## src/rtl/hvac_zone_controller_if.sv

```systemverilog
// Interface for the zone controller: shared mode/thresholds, per-zone temperatures
// and the per-zone drive/status outputs.
interface hvac_zone_controller_if #(
  parameter int N_ZONES = 4,
  parameter int TEMP_W  = 5
);
  logic [1:0]                mode;
  logic [TEMP_W-1:0]         thr_heat;
  logic [TEMP_W-1:0]         thr_target;
  logic [TEMP_W-1:0]         thr_cool;
  logic [N_ZONES*TEMP_W-1:0] temperature;
  logic [N_ZONES-1:0]        heating;
  logic [N_ZONES-1:0]        cooling;
  logic [N_ZONES-1:0]        lockout;
  logic                      cfg_err;

  modport master (
    output mode, thr_heat, thr_target, thr_cool, temperature,
    input  heating, cooling, lockout, cfg_err
  );

  modport slave (
    input  mode, thr_heat, thr_target, thr_cool, temperature,
    output heating, cooling, lockout, cfg_err
  );
endinterface

```

## src/rtl/hvac_zone_controller.sv

```systemverilog
// Multi-zone thermostat: per-zone IDLE/HEAT/COOL hysteresis FSM with min-on/min-off
// dwell timers, shared mode and runtime thresholds, all outputs registered.
module hvac_zone_controller #(
  parameter int N_ZONES        = 4,
  parameter int TEMP_W         = 5,
  parameter int MIN_ON_CYCLES  = 4,
  parameter int MIN_OFF_CYCLES = 4
) (
  input  logic                   clk,
  input  logic                   rst,
  hvac_zone_controller_if.slave  bus
);

  localparam int MAX_DWELL = (MIN_ON_CYCLES > MIN_OFF_CYCLES) ? MIN_ON_CYCLES : MIN_OFF_CYCLES;
  localparam int CNT_W     = $clog2(MAX_DWELL + 1);
  localparam logic [CNT_W-1:0] ON_LOAD  = CNT_W'(MIN_ON_CYCLES - 1);
  localparam logic [CNT_W-1:0] OFF_LOAD = CNT_W'(MIN_OFF_CYCLES - 1);

  typedef enum logic [1:0] {
    IDLE = 2'b00,
    HEAT = 2'b01,
    COOL = 2'b10
  } state_e;

  state_e             state_q [N_ZONES];
  state_e             state_d [N_ZONES];
  logic [CNT_W-1:0]   cnt_q   [N_ZONES];
  logic [CNT_W-1:0]   cnt_d   [N_ZONES];
  logic [N_ZONES-1:0] heating_q, heating_d;
  logic [N_ZONES-1:0] cooling_q, cooling_d;
  logic [N_ZONES-1:0] lockout_q, lockout_d;
  logic               cfg_err_q, cfg_err_d;

  logic               cfg_ok;
  logic               heat_allowed;
  logic               cool_allowed;
  logic [TEMP_W-1:0]  zone_temp [N_ZONES];

  assign cfg_ok       = (bus.thr_heat < bus.thr_target) && (bus.thr_target < bus.thr_cool);
  assign heat_allowed = (bus.mode == 2'b01) || (bus.mode == 2'b11);
  assign cool_allowed = (bus.mode == 2'b10) || (bus.mode == 2'b11);

  for (genvar g = 0; g < N_ZONES; g++) begin : g_temp
    assign zone_temp[g] = bus.temperature[g*TEMP_W +: TEMP_W];
  end

  // Forced-off paths ignore the min-on dwell; normal turn-off waits for the counter.
  always_comb begin
    cfg_err_d = !cfg_ok;
    heating_d = '0;
    cooling_d = '0;
    lockout_d = '0;
    for (int i = 0; i < N_ZONES; i++) begin
      state_d[i] = state_q[i];
      cnt_d[i]   = (cnt_q[i] != '0) ? (cnt_q[i] - CNT_W'(1)) : cnt_q[i];
      case (state_q[i])
        IDLE: begin
          if (cfg_ok && heat_allowed && (zone_temp[i] <= bus.thr_heat) && (cnt_q[i] == '0)) begin
            state_d[i] = HEAT;
            cnt_d[i]   = ON_LOAD;
          end else if (cfg_ok && cool_allowed && (zone_temp[i] >= bus.thr_cool) && (cnt_q[i] == '0)) begin
            state_d[i] = COOL;
            cnt_d[i]   = ON_LOAD;
          end else begin
            state_d[i] = IDLE;
          end
        end
        HEAT: begin
          if (!cfg_ok || !heat_allowed
              || ((zone_temp[i] >= bus.thr_target) && (cnt_q[i] == '0))) begin
            state_d[i] = IDLE;
            cnt_d[i]   = OFF_LOAD;
          end else begin
            state_d[i] = HEAT;
          end
        end
        COOL: begin
          if (!cfg_ok || !cool_allowed
              || ((zone_temp[i] <= bus.thr_target) && (cnt_q[i] == '0))) begin
            state_d[i] = IDLE;
            cnt_d[i]   = OFF_LOAD;
          end else begin
            state_d[i] = COOL;
          end
        end
        default: begin
          state_d[i] = IDLE;
          cnt_d[i]   = '0;
        end
      endcase
      heating_d[i] = (state_d[i] == HEAT);
      cooling_d[i] = (state_d[i] == COOL);
      lockout_d[i] = (cnt_d[i] != '0);
    end
  end

  always_ff @(posedge clk or posedge rst) begin
    if (rst) begin
      for (int i = 0; i < N_ZONES; i++) begin
        state_q[i] <= IDLE;
        cnt_q[i]   <= '0;
      end
      heating_q <= '0;
      cooling_q <= '0;
      lockout_q <= '0;
      cfg_err_q <= 1'b0;
    end else begin
      for (int i = 0; i < N_ZONES; i++) begin
        state_q[i] <= state_d[i];
        cnt_q[i]   <= cnt_d[i];
      end
      heating_q <= heating_d;
      cooling_q <= cooling_d;
      lockout_q <= lockout_d;
      cfg_err_q <= cfg_err_d;
    end
  end

  assign bus.heating = heating_q;
  assign bus.cooling = cooling_q;
  assign bus.lockout = lockout_q;
  assign bus.cfg_err = cfg_err_q;

endmodule

```

## src/flat_wrapper.sv

```systemverilog
// flat-port wrapper written by rule: the top's interface ports become plain ports
module hvac_zone_controller_flat 
#(
  parameter int N_ZONES        = 4,
  parameter int TEMP_W         = 5,
  parameter int MIN_ON_CYCLES  = 4,
  parameter int MIN_OFF_CYCLES = 4
)
  (clk, rst, bus_mode, bus_thr_heat, bus_thr_target, bus_thr_cool, bus_temperature, bus_heating, bus_cooling, bus_lockout, bus_cfg_err);
  hvac_zone_controller_if #(.N_ZONES(N_ZONES), .TEMP_W(TEMP_W)) bus_i ();
  input  logic clk;
  input  logic rst;
  input wire logic [$bits(bus_i.mode)-1:0] bus_mode;
  input wire logic [$bits(bus_i.thr_heat)-1:0] bus_thr_heat;
  input wire logic [$bits(bus_i.thr_target)-1:0] bus_thr_target;
  input wire logic [$bits(bus_i.thr_cool)-1:0] bus_thr_cool;
  input wire logic [$bits(bus_i.temperature)-1:0] bus_temperature;
  output wire logic [$bits(bus_i.heating)-1:0] bus_heating;
  output wire logic [$bits(bus_i.cooling)-1:0] bus_cooling;
  output wire logic [$bits(bus_i.lockout)-1:0] bus_lockout;
  output wire logic [$bits(bus_i.cfg_err)-1:0] bus_cfg_err;
  assign bus_i.mode = bus_mode;
  assign bus_i.thr_heat = bus_thr_heat;
  assign bus_i.thr_target = bus_thr_target;
  assign bus_i.thr_cool = bus_thr_cool;
  assign bus_i.temperature = bus_temperature;
  assign bus_heating = bus_i.heating;
  assign bus_cooling = bus_i.cooling;
  assign bus_lockout = bus_i.lockout;
  assign bus_cfg_err = bus_i.cfg_err;
  hvac_zone_controller #(.N_ZONES(N_ZONES), .TEMP_W(TEMP_W), .MIN_ON_CYCLES(MIN_ON_CYCLES), .MIN_OFF_CYCLES(MIN_OFF_CYCLES)) u_core (.clk(clk), .rst(rst), .bus(bus_i));
endmodule
```

## config.mk

```make
export PLATFORM = sky130hd
export DESIGN_NAME = hvac_zone_controller_flat
export DESIGN_NICKNAME = d
export VERILOG_FILES = /design/src/rtl/hvac_zone_controller_if.sv /design/src/rtl/hvac_zone_controller.sv /design/src/flat_wrapper.sv
export SDC_FILE = /design/constraint.sdc
export NUM_CORES = 1
export LEC_CHECK = 0
export BUFFER_PORTS_ARGS = -buffer_cell sky130_fd_sc_hd__buf_4
export CORE_ASPECT_RATIO = 2
export CORE_MARGIN = 2
export CORE_UTILIZATION = 55
export CTS_CLUSTER_DIAMETER = 100
export DETAILED_ROUTE_END_ITERATION = 16
export GPL_TIMING_DRIVEN = 0
export HOLD_SLACK_MARGIN = 0.1
export MAX_ROUTING_LAYER = met4
export PLACE_DENSITY = 0.81
export SYNTH_ARGS = -nofsm -noshare
export SYNTH_HDL_FRONTEND = slang
export SYNTH_SLANG_ARGS = --single-unit
```

## constraint.sdc

```tcl
create_clock -name clk -period 2.05 [get_ports clk]
set_input_delay 0.205 -clock clk [delete_from_list [all_inputs] [get_ports clk]]
set_output_delay 0.205 -clock clk [all_outputs]
set_load 0.01 [all_outputs]
```

# Word-level counts from Yosys, hierarchy flattened
# Index checks and enable logic that the tools add are counted.
dict set report totals {
  word_cells 155
  reg_bits 33
  in_bits 39
  output_inout_bits 13
}
dict set report op_classes {
  eq_ne 19
  n_addsub 4
  magnitude_cmp 18
  muxes 44
  n_reduce_logical 58
}
# operator n
set ops {}
lappend ops {{$mux W3} 20}
lappend ops {{$ge A5 B5 Y1} 8}
lappend ops {{$le A5 B5 Y1} 8}
lappend ops {{$pmux W3 S3} 4}
lappend ops {{$logic_and A1 B1 Y1} 27}
lappend ops {{$mux W2} 12}
lappend ops {{$pmux W2 S3} 4}
lappend ops {{$reduce_bool A3 Y1} 8}
lappend ops {{$eq A2 B2 Y1 const B} 10}
lappend ops {{$eq A2 B1 Y1 const B} 9}
lappend ops {{$logic_not A3 Y1} 4}
lappend ops {{$logic_or A1 B1 Y1} 12}
lappend ops {{$sub A3 B1 Y3 const B} 4}
lappend ops {{$lt A5 B5 Y1} 2}
lappend ops {{$logic_not A2 Y1} 4}
lappend ops {{$mux W1} 4}
lappend ops {{$logic_not A1 Y1} 3}

# Depth between registers and ports, before layout
# Gate-level depths: netlist of the first run.
dict set report logic_depth {
  word_depth 9
  depth_mapped 10
  ltp_nobuf 9
}

# Worst setup path after synthesis of the first run
# OpenSTA, ideal clock, no wires.
dict set report synth_path {
  kind {input -> register}
  start {in bus_thr_cool[4]}
  end {reg u_core.cooling_q[1], in the netlist u_core.bus.cooling[1]}
  path_buffers 0
  setup_time_ps 78
  arrival_ps 2109
  path_slack_ps -137
  t_required_ps 1972
  cell_stages 9
  path_cell_list {inv_1 > ha_1 > a211oi_2 > nand2_2 > a31oi_4 > nand2_4 > or3_1 > or3b_1 > a21oi_1}
}
dict set report synth_via {
  elab_chain_cells 9
  word_cells_on_any_way 20
  cone_classes {order compare (2); eq/ne (1); mux (5); reduce/logical (12)}
}
# item line
set synth_rtl {}
lappend synth_rtl {{from (decl)} flat_wrapper.sv:16} ;# input wire logic [$bits(bus_i.thr_cool)-1:0] bus_thr_cool;
lappend synth_rtl {{$lt A5 B5 Y1} hvac_zone_controller.sv:39} ;# assign cfg_ok = (bus.thr_heat < bus.thr_target) && (bus.thr_target < bus.thr_cool);
lappend synth_rtl {{$logic_and A1 B1 Y1} hvac_zone_controller.sv:39}
lappend synth_rtl {{$logic_and A1 B1 Y1 (3 in a row)} hvac_zone_controller.sv:61} ;# end else if (cfg_ok && cool_allowed && (zone_temp[i] >= bus.thr_cool) && (cnt_q[i] == '0)) begin
lappend synth_rtl {{$mux W2} hvac_zone_controller.sv:61}
lappend synth_rtl {{$mux W2} hvac_zone_controller.sv:58} ;# if (cfg_ok && heat_allowed && (zone_temp[i] <= bus.thr_heat) && (cnt_q[i] == '0)) begin
lappend synth_rtl {{$pmux W2 S3 (*)} hvac_zone_controller.sv:56} ;# case (state_q[i])
lappend synth_rtl {{$eq A2 B2 Y1 (*)} hvac_zone_controller.sv:92} ;# cooling_d[i] = (state_d[i] == COOL);
lappend synth_rtl {{net u_core.cooling_d[1]} hvac_zone_controller.sv:30} ;# logic [N_ZONES-1:0] cooling_q, cooling_d;
lappend synth_rtl {{to (signal assigned)} hvac_zone_controller.sv:113} ;# cooling_q <= cooling_d;
lappend synth_rtl {{to (decl)} hvac_zone_controller.sv:30}
# The timed path passes the listed nets; every way through them passes the cells marked *.

==> flow_summary_export.csv, run 1 <==
group,metric,value,unit
timing,maxSlewViolCount,0,
yosys,synth-seq-cells,33,
cts,clock_latency,280,ps
die,die-width,59.2,um
routing,vias,3297,
timing,slew_headroom,54.2,%
die,start_util,56.2,%
routing,vias_per_cell,6.20,
finish,layout.cells.non_filler,532,
routing,first_pass_iters,5,
finish,layout_commonest_cell,"ha_1",
die,coreArea,0.00596,sq mm
timing,finalSetupViolations,6,
grt,grt_pass1_vias,3168,
cts,cts_buffers,5,
pwr,p_leak,2.11,nW
routing,drc,0,
pwr,pwr_density_cell,840,mW/mm^2
finish,final_cell_mix,"ha_1 (69), buf_4 (68), dfrtp_1 (33)",
grt,grt_overflow_total,0,
timing,worst_pin_slew,686,ps
critical_path,slowest_stage,"or3b_4",
timing,max_freq,480,MHz
timing,holdWs,486,ps
die,die_h,114,um
timing,fin_crit,2080,ps
grt,grt_max_degree,34,
routing,wl_per_cell,17.5,um
run_status,violations,"setup timing",
grt,antenna_found_initial,0,
timing,setup_ws,-35.0,ps
finish,nets,583,
finish,fin_area,0.00446,sq mm
yosys,ys.flop_type,"dfrtp_1",
critical_path,cp-start-kind,"primary input",
cts,cts_sinks,33,
job,cap_violations,0,
die,die_area,0.00677,sq mm
timing,hold_viol,0,
run_status,outcome,"finished, violations left",
yosys,synth_cell_types,48,
yosys,synth-edff-count,0,
yosys,netlist_instances,390,
cts,ctsLongestPathBuffers,2,
yosys,syn_nets,505,
critical_path,worst_r2r_path_depth,10,
timing,post-route-period-util,102,%
min_path,hold_depth,4,
critical_path,ff2ff_setup_slack,100,ps
pwr,ir_drop,481,uV
yosys,synth_area,0.00335,sq mm
cts,cts_tree,"yes",
min_path,worst_hold_startpoint,"bus_thr_target[3]",
critical_path,path_class,"primary input to register",
timing,rsz0062_at_grt,"yes",
yosys,syn_area_per_cell,8.59,sq um
grt,grt_pass1_wl,13700,um
placement,dp.cells,504,
critical_path,r2r-end,"u_core.bus.lockout[3]",
routing,drtAntennaViolNets,0,
placement,place_area,0.00385,sq mm
critical_path,crit_top_cell,"a21oi_2",
cts,htreeDepth,2,
finish,diodes,0,
critical_path,critPathArrivalTime,2290,ps
routing,drt_iter0_drc,157,
placement,numPortBuffers,51,
min_path,hold_path_end,"u_core.bus.cfg_err",
timing,setup_tns,-127,ps
critical_path,r2r-start,"u_core.cnt_q[0]",
placement,dpl_worst_slack,-586,ps
placement,dp_hpwl,6720,um
cts,root_buffer,"clkbuf_16",
timing,skew,4.42,ps
placement,gp_congestion,0.943,
finish,drive_above_1_share,29.4,%
yosys,async_flop_share,100,%
die,io_pins,52,
die,rows,40,
cts,clkTransAtPathRegs,50,ps
critical_path,slowest_delay,420,ps
critical_path,crit_path_cell_trace,"buf_4 > clkinvlp_4 > ha_4 > a21oi_2 > o21ai_2 > a31oi_4 > nand2_4 > or3_4 > or3b_4 > a21oi_2",
routing,wl,9340,um
critical_path,required,2250,ps
yosys,yosysWarnings,0,
critical_path,setup.worst_path.end_class,"register",
yosys,seq_area_frac_synth,24.7,%
min_path,hp-class,"primary input to register",
grt,grt.total_usage,27.2,%
finish,syn_to_final_growth,33.1,%
critical_path,cp_max_fo,7,
## metal layers
layer,vias to the layer above,GRT usage [%],share of wire (%)
li1,1584,-,-
met3,45,1.69,3.4
met1,1551,26.8,36
met2,117,48.0,55
met5,-,-,0
met4,0,18.9,6.2
## how the worst max path moves through the flow
stage / depth (start not counted) / end / from / slack [ps]
after floorplan: 9 / u_core.bus.cooling[1] / bus_thr_cool[4] / -30
after global placement: 10 / u_core.bus.lockout[0] / bus_thr_target[2] / -510
after detailed placement: 10 / u_core.bus.lockout[0] / bus_thr_target[2] / -590
after CTS: 10 / u_core.cnt_q[4] / bus_thr_heat[2] / 3
after global routing: 10 / u_core.state_q[7] / bus_thr_target[1] / -90
final: 10 / u_core.state_q[7] / bus_thr_target[2] / -30
## timing repair
item / CTS / global route
hold buffers: 0 / 1
setup endpoints to repair: 20 / 23
buffers inserted: 7 / 12
hold endpoints to repair: 0 / 16
pin swaps: 3 / 15
resized for setup: 18 / 49
## synthesized netlist by cell type, drive strengths merged (4+ instances only)
cell type,count,area (sq um)
mux2i,5,50.1
o21ai,30,150
o31ai,4,30.0
a31oi,5,52.6
a211oi,7,57.6
clkbuf,10,37.5
dfrtp,33,826
nor3,11,55.1
a31o,4,35.0
nand4,13,81.3
a21oi,33,165
nand3,7,35.0
nor2b,8,50.1
a21o,10,75.1
inv,38,143
o22ai,4,25.0
nand2,30,123
nand2b,8,50.1
xnor2,4,35.0
ha,76,951
nor2,18,67.6
## power breakdown
part | switching [mW] | internal (mW) | total (mW)
clock | 0.273 | 0.605 | 0.878
combinational | 1.06 | 0.885 | 1.94
sequential | 0.0960 | 0.829 | 0.925
## kinds of logic (layout without fill, tap and decap cells)
family / Yosys count / count (layout) / synth area share [%]
AO/OA/AOI/OAI: 115 / 115 / 22.1
XOR/XNOR: 4 / 4 / 1.05
adder cells (fa/ha/maj): 76 / 76 / 28.4
buffers and inverters: 48 / 127 / 5.38
flip-flops: 33 / 33 / 24.7
multiplexers: 6 / 6 / 1.83
AND/OR/NAND/NOR: 108 / 108 / 16.6
## sequential cells by signal (all words and copies together) (netlist names)
name,flops
u_core.bus.cooling,4
u_core.cnt_q,12
u_core.state_q,8
u_core.bus.heating,4
u_core.bus.cfg_err,1
u_core.bus.lockout,4
## per-stage QoR
stage          power (mW)  utilization [%]
2_1_floorplan        2.15                -
5_1_grt              4.03             74.9
3_3_place_gp         2.49             64.7
6_report             3.75             74.9
3_5_place_dp         2.58             64.7
4_1_cts              3.54             69.6
## critical path, delay by kind of cell
kind | cells | cell delay [ps]
AOI/OAI and AO/OA | 4 | 670
adders and majority gates | 1 | 260
buffers and inverters | 2 | 250
and+or+nand+nor | 3 | 910
## area by class of cell
cell class / count / area (sq um)
Sequential cell: 33 / 826
Clock inverter: 2 / 37.5
Tap cell: 63 / 78.8
Timing Repair Buffer: 72 / 578
Inverter: 38 / 173
Buffer: 9 / 41.3
Fill cell: 418 / 1500
Clock buffer: 6 / 139
Multi-Input combinational cell: 309 / 2590
(Power assumes the default switching activity.)
==> inputs of run 2 (changes only) <==
- clock period: 2.05 -> 2.09 ns (I/O delays scaled with it)
==> run 2 against run 1 <==
The run now ends clean. First-iteration DRC count down 27%. Highest routed layer unchanged. Clock-buffer cell count up 1. Core utilization down 0.99 points. Via count up 1.4%. Sequential share of layout area up 0.25 points. Critical path type unchanged. Largest power group unchanged. Sequential power down 2%. Cell count down 0.38%. Clock skew down 1.4 ps.
==> flow_summary_export.csv, run 2 (synthesis results as in run 1) <==
group,metric,value,unit
timing,hold_viol,0,
timing,setup_ws,3.86,ps
finish,final_cell_mix,"ha_1 (68), buf_4 (66), dfrtp_1 (33)",
cts,htreeDepth,2,
routing,first_pass_iters,4,
cts,cts_sinks,33,
die,die-width,59.2,um
timing,setup_tns,0,ps
grt,antenna_found_initial,0,
critical_path,cp.buffers_inverters,2,
min_path,hp-class,"primary input to register",
finish,multi_input_area,0.00257,sq mm
critical_path,slowest_delay,370,ps
grt,grt_use_met2,48.1,%
routing,wl_per_cell,17.7,um
finish,fillers,422,
grt,grt_pass1_wl,14100,um
finish,seq_area,826,sq um
grt,grt_max_degree,34,
finish,nets,581,
timing,fin_crit,2090,ps
finish,regMostFlops,"u_core.cnt_q",
die,die_area,0.00677,sq mm
timing,slew_headroom,52.3,%
critical_path,setup.worst_path.end_class,"register",
finish,diodes,0,
cts,cts_buffers,5,
die,rows,40,
die,io_pins,52,
grt,busiest_layer,"met2",
pwr,ir_drop,489,uV
run_status,outcome,"finished clean",
pwr,p_leak,2.08,nW
job,cap_violations,0,
cts,ctsLongestPathBuffers,2,
die,die_h,114,um
timing,max_freq,479,MHz
critical_path,critPathArrivalTime,2240,ps
critical_path,critical_path.top_delay_family,"compound AO/OA/AOI/OAI gates",
critical_path,required,2240,ps
timing,worst_pin_slew,708,ps
routing,drt_iter0_drc,114,
grt,grt_pass1_vias,3281,
finish,syn_to_final_growth,31.4,%
finish,reg.largest.list,"u_core.cnt_q x12, u_core.state_q x8",
timing,finalSetupViolations,0,
grt,grt_overflow_total,0,
grt,grt_util_met3,2.15,%
finish,drive_above_1_share,27.6,%
finish,layout_commonest_cell,"ha_1",
grt,grt.total_usage,28.0,%
timing,rsz0062_at_grt,"yes",
finish,largest_register_ffs,12,
critical_path,slowest_stage,"o31ai_1",
pwr,p_comb_share,51.0,%
pwr,p_clk_share,23.7,%
cts,root_buffer,"clkbuf_16",
finish,fin_area,0.00440,sq mm
timing,post-route-period-util,99.8,%
die,start_util,56.2,%
routing,vias_per_cell,6.31,
critical_path,cp-start-kind,"primary input",
critical_path,crit_path_cell_trace,"buf_4 > inv_1 > ha_1 > and3_1 > o21a_1 > o31ai_1 > nand4_1 > nor3b_1 > a21oi_1 > nor2_1",
pwr,pwr-share-seq,25.2,%
critical_path,path_class,"primary input to register",
placement,gp_congestion,0.867,
placement,place_area,0.00385,sq mm
die,coreArea,0.00596,sq mm
timing,skew,3.05,ps
pwr,p_switching,1.34,mW
cts,clock_latency,280,ps
cts,clkTransAtPathRegs,50,ps
routing,vias,3344,
cts,cts_tree,"yes",
pwr,switching_share,37.4,%
pwr,power.total,3.59,mW
timing,holdWs,495,ps
critical_path,cp_max_fo,4,
placement,dp_hpwl,6930,um
routing,drtAntennaViolNets,0,
timing,maxSlewViolCount,0,
grt,gr-usage-met1,27.1,%
placement,dpl_worst_slack,-531,ps
routing,drc,0,
pwr,internal_power,2.25,mW
pwr,pwr_density_cell,815,mW/mm^2
placement,numPortBuffers,51,
routing,wl,9400,um
==> run 2: repair_timing <==
| item | 4_1_cts | 5_1_grt |
|---|---|---|
| pin swaps | 1 | 16 |
| hold buffers | 0 | 1 |
| hold endpoints to repair | 0 | 17 |
| endpoints found under the setup margin | 21 | 21 |
| resized for setup | 13 | 41 |
| buffers inserted | 5 | 12 |
==> run 2: power by group through the flow <==
stage                     sequential, mW  clock (mW)  combinational [mW]
after floorplan                    0.904           0                1.20
after global placement             0.901           0                1.54
after detailed placement           0.908           0                1.63
after CTS                          0.903       0.859                1.67
after global routing               0.926       0.891                2.06
final                              0.906       0.852                1.83
==> run 2: tightest hold or removal path, cell delays in order <==
cell     delay, ps
buf_4          120
o21a_1         160
nand4_1        170
o31ai_1         70
==> run 2: per-stage QoR <==
step,utilization (%),cells
2_1_floorplan,-,390
3_3_place_gp,64.7,504
3_5_place_dp,64.7,504
4_1_cts,69.1,516
5_1_grt,73.9,530
6_report,73.9,530
==> run 2: final cells by class <==
cell class	count	share of cell area, %
plain buffers	9	0.881
clock buffers	7	3.24
clock inverters	1	0.682
inverters	38	3.92
multi-input cells	309	58.4
flip-flops and latches	33	18.8
well taps	63	1.79
repair buffers	70	12.3
==> run 2: final timing paths <==
path | startpoint | end | slack, ps | depth (start not counted)
worst max-delay path | bus_thr_heat[4] | u_core.bus.cooling[3] | 4 | 10
max in group asynchronous | rst | u_core.bus.cooling[1] | 1110 | 4
worst max register to register | u_core.cnt_q[6] | u_core.bus.lockout[1] | 120 | 9
worst min-delay path | bus_mode[0] | u_core.cnt_q[0] | 500 | 4
min in group asynchronous | rst | u_core.bus.heating[3] | 510 | 3
worst min register to register | u_core.cnt_q[5] | u_core.cnt_q[5] | 580 | 2
==> run 2: layer usage <==
metal	part of all wire, %	up-vias
li1	-	1572
met1	35	1568
met2	54	144
met3	3.4	60
met4	7.5	0
met5	0	-
